==> src/rtl/ps2_host_tx.sv <==
// PS/2 host-to-device transmitter: inhibit, request-to-send, 8 data bits, odd parity, stop, device ACK.
// Latency: INHIBIT_CYCLES + 1 cycles to request, then paced by the device clock (11 falling edges).
// Backpressure: tx_start is accepted only in IDLE; requests while busy or on the DONE/ERR cycle are dropped.
module ps2_host_tx #(
    parameter int INHIBIT_CYCLES = 1200,
    parameter int TIMEOUT_CYCLES = 250000
) (
    input  logic       clk,
    input  logic       rst,
    input  logic [7:0] tx_data,
    input  logic       tx_start,
    output logic       tx_busy,
    output logic       tx_done,
    output logic       tx_error,
    output logic       rx_inhibit,
    input  logic       ps2clk_i,
    input  logic       ps2data_i,
    output logic       ps2clk_oe,
    output logic       ps2data_oe
);

    localparam int INH_W = $clog2(INHIBIT_CYCLES + 1);
    localparam int TO_W  = $clog2(TIMEOUT_CYCLES + 1);
    localparam logic [INH_W-1:0] INH_LAST = INH_W'(INHIBIT_CYCLES - 1);
    localparam logic [TO_W-1:0]  TO_LAST  = TO_W'(TIMEOUT_CYCLES - 1);
    localparam logic [TO_W-1:0]  TO_MAX   = TO_W'(TIMEOUT_CYCLES);

    typedef enum logic [2:0] {
        S_IDLE, S_INHIBIT, S_REQ, S_SEND, S_ACK, S_WAITIDLE, S_DONE, S_ERR
    } state_t;

    state_t           state, state_nxt;
    logic             clk_s1, clk_s2, clk_prev;
    logic             data_s1, data_s2;
    logic             clk_fall;
    logic [9:0]       shift;
    logic [3:0]       bit_idx;
    logic             data_drv;
    logic [INH_W-1:0] inh_cnt;
    logic [TO_W-1:0]  to_cnt;
    logic             timeout_hit;
    logic             to_active;

    // Sync stages reset to the idle-high line level so reset release never fakes an edge.
    always_ff @(posedge clk or negedge rst) begin
        if (!rst) begin
            clk_s1   <= 1'b1;
            clk_s2   <= 1'b1;
            clk_prev <= 1'b1;
            data_s1  <= 1'b1;
            data_s2  <= 1'b1;
        end else begin
            clk_s1   <= ps2clk_i;
            clk_s2   <= clk_s1;
            clk_prev <= clk_s2;
            data_s1  <= ps2data_i;
            data_s2  <= data_s1;
        end
    end

    assign clk_fall    = clk_prev & ~clk_s2;
    assign to_active   = (state == S_SEND) || (state == S_ACK) || (state == S_WAITIDLE);
    assign timeout_hit = (to_cnt == TO_LAST) && !clk_fall;

    always_ff @(posedge clk or negedge rst) begin
        if (!rst) state <= S_IDLE;
        else      state <= state_nxt;
    end

    always_comb begin
        state_nxt = state;
        case (state)
            S_IDLE:     if (tx_start) state_nxt = S_INHIBIT;
            S_INHIBIT:  if (inh_cnt == INH_LAST) state_nxt = S_REQ;
            S_REQ:      state_nxt = S_SEND;
            S_SEND: begin
                if (clk_fall && bit_idx == 4'd9) state_nxt = S_ACK;
                else if (timeout_hit)            state_nxt = S_ERR;
            end
            S_ACK: begin
                if (clk_fall)         state_nxt = data_s2 ? S_ERR : S_WAITIDLE;
                else if (timeout_hit) state_nxt = S_ERR;
            end
            S_WAITIDLE: begin
                if (clk_s2 && data_s2) state_nxt = S_DONE;
                else if (timeout_hit)  state_nxt = S_ERR;
            end
            S_DONE:     state_nxt = S_IDLE;
            S_ERR:      state_nxt = S_IDLE;
            default:    state_nxt = S_IDLE;
        endcase
    end

    always_ff @(posedge clk or negedge rst) begin
        if (!rst) begin
            shift    <= '0;
            bit_idx  <= '0;
            data_drv <= 1'b0;
            inh_cnt  <= '0;
            to_cnt   <= '0;
        end else begin
            case (state)
                S_IDLE: begin
                    data_drv <= 1'b0;
                    if (tx_start) begin
                        shift   <= {1'b1, ~^tx_data, tx_data};
                        inh_cnt <= '0;
                    end
                end
                S_INHIBIT: if (inh_cnt != INH_LAST) inh_cnt <= inh_cnt + INH_W'(1);
                S_REQ: begin
                    bit_idx  <= '0;
                    to_cnt   <= '0;
                    data_drv <= 1'b1;
                end
                S_SEND: begin
                    // Host changes data right after the device's falling edge; device samples on rising.
                    if (clk_fall) begin
                        data_drv <= ~shift[bit_idx];
                        bit_idx  <= bit_idx + 4'd1;
                    end
                end
                default: data_drv <= 1'b0;
            endcase

            if (to_active) begin
                if (clk_fall)              to_cnt <= '0;
                else if (to_cnt != TO_MAX) to_cnt <= to_cnt + TO_W'(1);
            end
        end
    end

    always_comb begin
        tx_busy    = !(state == S_IDLE || state == S_DONE || state == S_ERR);
        rx_inhibit = tx_busy;
        tx_done    = (state == S_DONE);
        tx_error   = (state == S_ERR);
        ps2clk_oe  = (state == S_INHIBIT) || (state == S_REQ);
        ps2data_oe = (state == S_REQ) || ((state == S_SEND) && data_drv);
    end

endmodule

==> config.mk <==
export PLATFORM = sky130hd
export DESIGN_NAME = ps2_host_tx
export DESIGN_NICKNAME = d
export VERILOG_FILES = /design/src/rtl/ps2_host_tx.sv
export SDC_FILE = /design/constraint.sdc
export NUM_CORES = 1
export LEC_CHECK = 0
export BUFFER_PORTS_ARGS = -buffer_cell sky130_fd_sc_hd__buf_2
export CORE_ASPECT_RATIO = 1.4
export CORE_UTILIZATION = 50
export CTS_CLUSTER_SIZE = 10
export DETAILED_ROUTE_END_ITERATION = 12
export HOLD_SLACK_MARGIN = 0.03
export PLACE_DENSITY = 0.76
export SETUP_SLACK_MARGIN = 0.1
export SYNTH_ARGS = -nofsm -noshare
export SYNTH_HDL_FRONTEND = slang
export SYNTH_SLANG_ARGS = --single-unit
==> constraint.sdc <==
create_clock -name clk -period 5.5 [get_ports clk]
set_clock_uncertainty 0.1 [all_clocks]
set_input_delay 1.65 -clock clk [delete_from_list [all_inputs] [get_ports clk]]
set_output_delay 1.65 -clock clk [all_outputs]
set_load 0.02 [all_outputs]
# == Word level (Yosys, flattened, before mapping) ==
# Index checks and enable logic that the tools add are counted.
# totals
input_bits,13
wordCells,78
register_bits,52
out_inout_bits,6
# classes
n_bitwise,4
magnitude_cmp,1
muxes,21
n_eq_ne,16
n_reduce_logical,22
add_sub_neg,3
# op_table
cell,n
18-bit two-way mux,4
11-bit two-way mux,2
11-bit one-hot mux with 2 select lines,1
3-bit one-hot mux with 7 select lines,1
"18-bit by 1-bit adder with 18-bit output, second input constant",1
"18-bit equality test, second input constant",1
3-bit two-way mux,6
"18-bit != test, second input constant",1
"3-bit equality test, second input constant",4
"11-bit by 1-bit adder with 11-bit output, second input constant",1
"11-bit equality test, second input constant",1
"11-bit != test, second input constant",1
"2-bit != test, second input constant",4
4-bit one-hot mux with 2 select lines,1
2-bit AND reduction,4
8-bit XNOR reduction,1
"3-bit by 2-bit equality test with 1-bit output, second input constant",2
1-bit logical OR,6
"4-bit by 5-bit less-than comparator with 1-bit output, second input constant",1
"4-bit by 1-bit adder with 4-bit output, second input constant",1
1-bit binary-select mux with 4-bit select,1
"4-bit equality test, second input constant",1
1-bit logical AND,4
4-bit two-way mux,1
other kinds (11),16

# == Logic depth before layout (Yosys ltp) ==
# depth
word_depth,7
depth_mapped,7
depth_no_buf,5

# == Worst setup path before layout ==
# Ideal clock, no wire load.
# synth_timing
kind,register to output
from,register state[2]
to,output tx_busy
t_arrival_ns,1.399
required_ns,3.750
slack_ns,2.351
n_path_buf,3
path_stages_with_launch,7
cell_sequence,dfrtp_1 -> clkbuf_2 -> buf_2 -> clkinv_1 -> nor2_1 -> nor2_1 -> buf_4
# synth_between
elab_chain_cells,4
elab_cells_between_ends,6
classes_between,eq/ne: 2; reduce/logical: 4
# synth_rtl
element,line_no,text
start: declaration,32,"state_t state, state_nxt;"
start signal: assignment,67,else state <= state_nxt;
3-bit equality test or 3-bit zero test (tied branches),134,tx_busy = !(state == S_IDLE || state == S_DONE || state == S_ERR);
1-bit logical OR,134,
1-bit logical OR *,134,
1-bit zero test *,134,
end: declaration,12,"output logic tx_busy,"
# Every way passes the cells marked *; elsewhere a longest branch is shown, timed or not.

# == Worst setup path after layout ==
# layout_timing
from,register state[0]
to,output ps2clk_oe
# layout_between
elab_chain_cells,2
elab_cells_between_ends,3
classes_between,eq/ne: 2; reduce/logical: 1
# layout_rtl
element,line_no,text
3-bit by 1-bit equality test with 1-bit output or 3-bit by 2-bit equality test with 1-bit output (tied branches),138,ps2clk_oe = (state == S_INHIBIT) || (state == S_REQ);
1-bit logical OR *,138,
end: declaration,18,"output logic ps2clk_oe,"
# Marked as above.

==> impl_metrics.toml <==
[outcome]
status = "complete, no violations"

[cts]
cts-root-buf = "clkbuf_8"
hold_buffers = 0
cts_tree = "done"
ctsResizeCount = 0
path_clk_slew_ns = 0.09
clockBufferDepth = 2
cts_sinks = 52
cts_setup_buffers = 0
clkLatencyLatePin_ns = 0.31
h-tree-depth = 2
cts_buffers = 5

[global_routing]
met1_usage = 0.266
grt_max_degree = 53
use_met2 = 0.415
top_usage_layer = "met2"
grt_pass1_vias = 2494
antenna_found_initial = 0
use_met3 = 0.0423
grt-ovfl-total = 0
grt_pass1_wl_um = 11300
grt_usage = 0.233

[synth]
ys_seq_area_frac = 0.426
yosys_most_used_dff = "dfrtp_1"
async_flop_share = 1.00
synth_fp_nets = 346
ys_ff_latch = 52
syn_inst = 328
synth_edf_count = 0
synth.distinct_cells = 69
syn_area_um2 = 3070
ys_warn_count = 0
synth_area_per_cell_um2 = 9.36

[finish]
final_nets = 353
n_fill_cell = 526
syn_to_final_growth_pct = 6.85
fin_util = 0.556
layout-drive-gt1-share = 0.149
antenna_cells = 0

[worst_setup_path]
r2r_cells = 4
start_kind = "register"
cp.required_ns = 3.75
worst-path-max-fanout = 17
cp-end-kind = "output pin"
critPathKind = "reg -> out"
critical_path_arrival_ns = 1.92

[timing]
rsz0062_at_grt = "false"
slew_violations = 0
setup_slack_ns = 1.83
post-route-min-period_ns = 3.67
fin_crit_sh = 0.667
worstMarginPinSlew_ns = 0.958
finalSetupViolations = 0
fmax_ghz = 0.273
relSlewSlack = 0.360
final_hold_viol_count = 0
finalSetupTns_ns = 0
worst_hold_slack_ns = 0.261

[hold_path]
hp-class = "reg -> reg"
whs_path_depth = 0

[floorplan]
die_area_um2 = 6460
ios = 19
rows = 33
die_x_um = 68.2
start_util = 0.520
core_area_um2 = 5900
dieHeight_um = 94.7

[power]
power_frac_clock = 0.378
max-vdd-ir-drop_mv = 0.169
p_per_area_nw_per_um2 = 209
p_seq_frac = 0.574
p_leak_nw = 1.33
switching_share = 0.215
p_switching_mw = 0.148
p_int_mw = 0.538
pwr-share-comb = 0.049

[drt]
post_drt_wl_per_cell_um = 16.4
via_per_inst = 6.16
wl_um = 6640
drc = 0
firstDrtPassIters = 5
vias = 2502
antenna_left = 0
drt_iter0_drc = 222

[run]
drv_cap = 0

[place]
pre_cts_ws_ns = 2.08
dp_hpwl_um = 4690
io_buffers = 18
routabilityCongestion = 0.859
==> cells in the mapped netlist (all sizes together) (4+ instances only) <==
| library cell | number | area share |
|---|---|---|
| o21ai | 12 | 0.020 |
| nand2b | 6 | 0.012 |
| nand4 | 7 | 0.014 |
| inv | 9 | 0.011 |
| xnor2 | 10 | 0.029 |
| dfstp | 5 | 0.043 |
| buf | 10 | 0.016 |
| ha | 5 | 0.020 |
| xor2 | 9 | 0.026 |
| nand2 | 46 | 0.056 |
| a21oi | 13 | 0.021 |
| mux2i | 4 | 0.013 |
| o211ai | 8 | 0.021 |
| and4 | 5 | 0.015 |
| dfrtp | 47 | 0.38 |
| clkbuf | 10 | 0.013 |
| nand3 | 17 | 0.028 |
| or3 | 5 | 0.010 |
| o22ai | 4 | 0.0081 |
| nor3 | 4 | 0.0065 |
| and2 | 4 | 0.0081 |
| nor2 | 24 | 0.029 |
==> cell families (layout without fill, tap and decap cells) <==
family | count (synthesis) | after routing | synth area share
AND/OR/NAND/NOR | 142 | 142 | 0.251
AO/OA/AOI/OAI | 72 | 72 | 0.171
flip-flops | 52 | 52 | 0.426
buffers and inverters | 30 | 38 | 0.0416
XOR/XNOR | 19 | 19 | 0.0542
multiplexers | 8 | 8 | 0.0363
adder cells (fa/ha/maj) | 5 | 5 | 0.0204
==> layer usage <==
| layer | vias to the layer above | part of all wire |
|---|---|---|
| li1 | 1204 | - |
| met1 | 1233 | 0.41 |
| met2 | 53 | 0.53 |
| met3 | 12 | 0.037 |
| met4 | 0 | 0.022 |
| met5 | - | 0 |
==> layout by cell type (no fill, tap or decap), types with 9 or more instances in the layout <==
cell type / netlist / routed
dfrtp_1: 47 / 47
xor2_1: 9 / 9
o21ai_0: 11 / 11
nand2_1: 46 / 46
nand3_1: 17 / 17
nor2_1: 24 / 24
buf_2: 7 / 18
inv_1: 9 / 9
a21oi_1: 13 / 13
xnor2_1: 10 / 10
==> flip-flops by register name, indices dropped and copies added, names as in the netlist <==
name,cells
clk_s1,1
shift,10
data_drv,1
clk_s2,1
inh_cnt,11
clk_prev,1
data_s2,1
data_s1,1
to_cnt,18
bit_idx,4
state,3
==> critical path: stages (launching register included) <==
cell and delay [ns]:
dfrtp_1 0.71, nor3b_2 0.57, nand2b_1 0.17, buf_2 0.17
==> cell type report <==
cell class,instances,area (um^2),share of cell area
multi-input cells,246,1640,0.498
flip-flops and latches,52,1310,0.399
repair buffers,20,105,0.0320
well taps,70,87.6,0.0267
clock buffers,6,72.6,0.0221
inverters,10,37.5,0.0114
clock inverters,2,35.0,0.0107
==> final timing paths <==
kind / start / to / slack [ns]
worst max-delay path: state[0] / ps2clk_oe / 1.83
worst min-delay path: clk_s1 / clk_s2 / 0.26
worst max register to register: clk_prev / state[0] / 2.95
max in group asynchronous: rst / inh_cnt[6] / 3.49
worst min register to register: clk_s1 / clk_s2 / 0.26
min in group asynchronous: rst / to_cnt[12] / 1.36
==> power groups by stage <==
stage	combinational (mW)	sequential, mW	clock [mW]
floorplan	0.0172	0.400	0
global placement	0.0331	0.401	0
detailed placement	0.0340	0.401	0
CTS	0.0342	0.394	0.265
global route	0.0387	0.395	0.280
finish	0.0334	0.394	0.259
==> through the flow <==
stage                     std cells  area [um^2]  total power, mW
after floorplan                 328         3070            0.417
after global placement          398         3170            0.434
after CTS                       406         3280            0.693
after global routing            406         3280            0.713
after detailed placement        398         3170            0.435
final                           406         3280            0.686
Note: power is estimated with default switching activity, not from simulation.
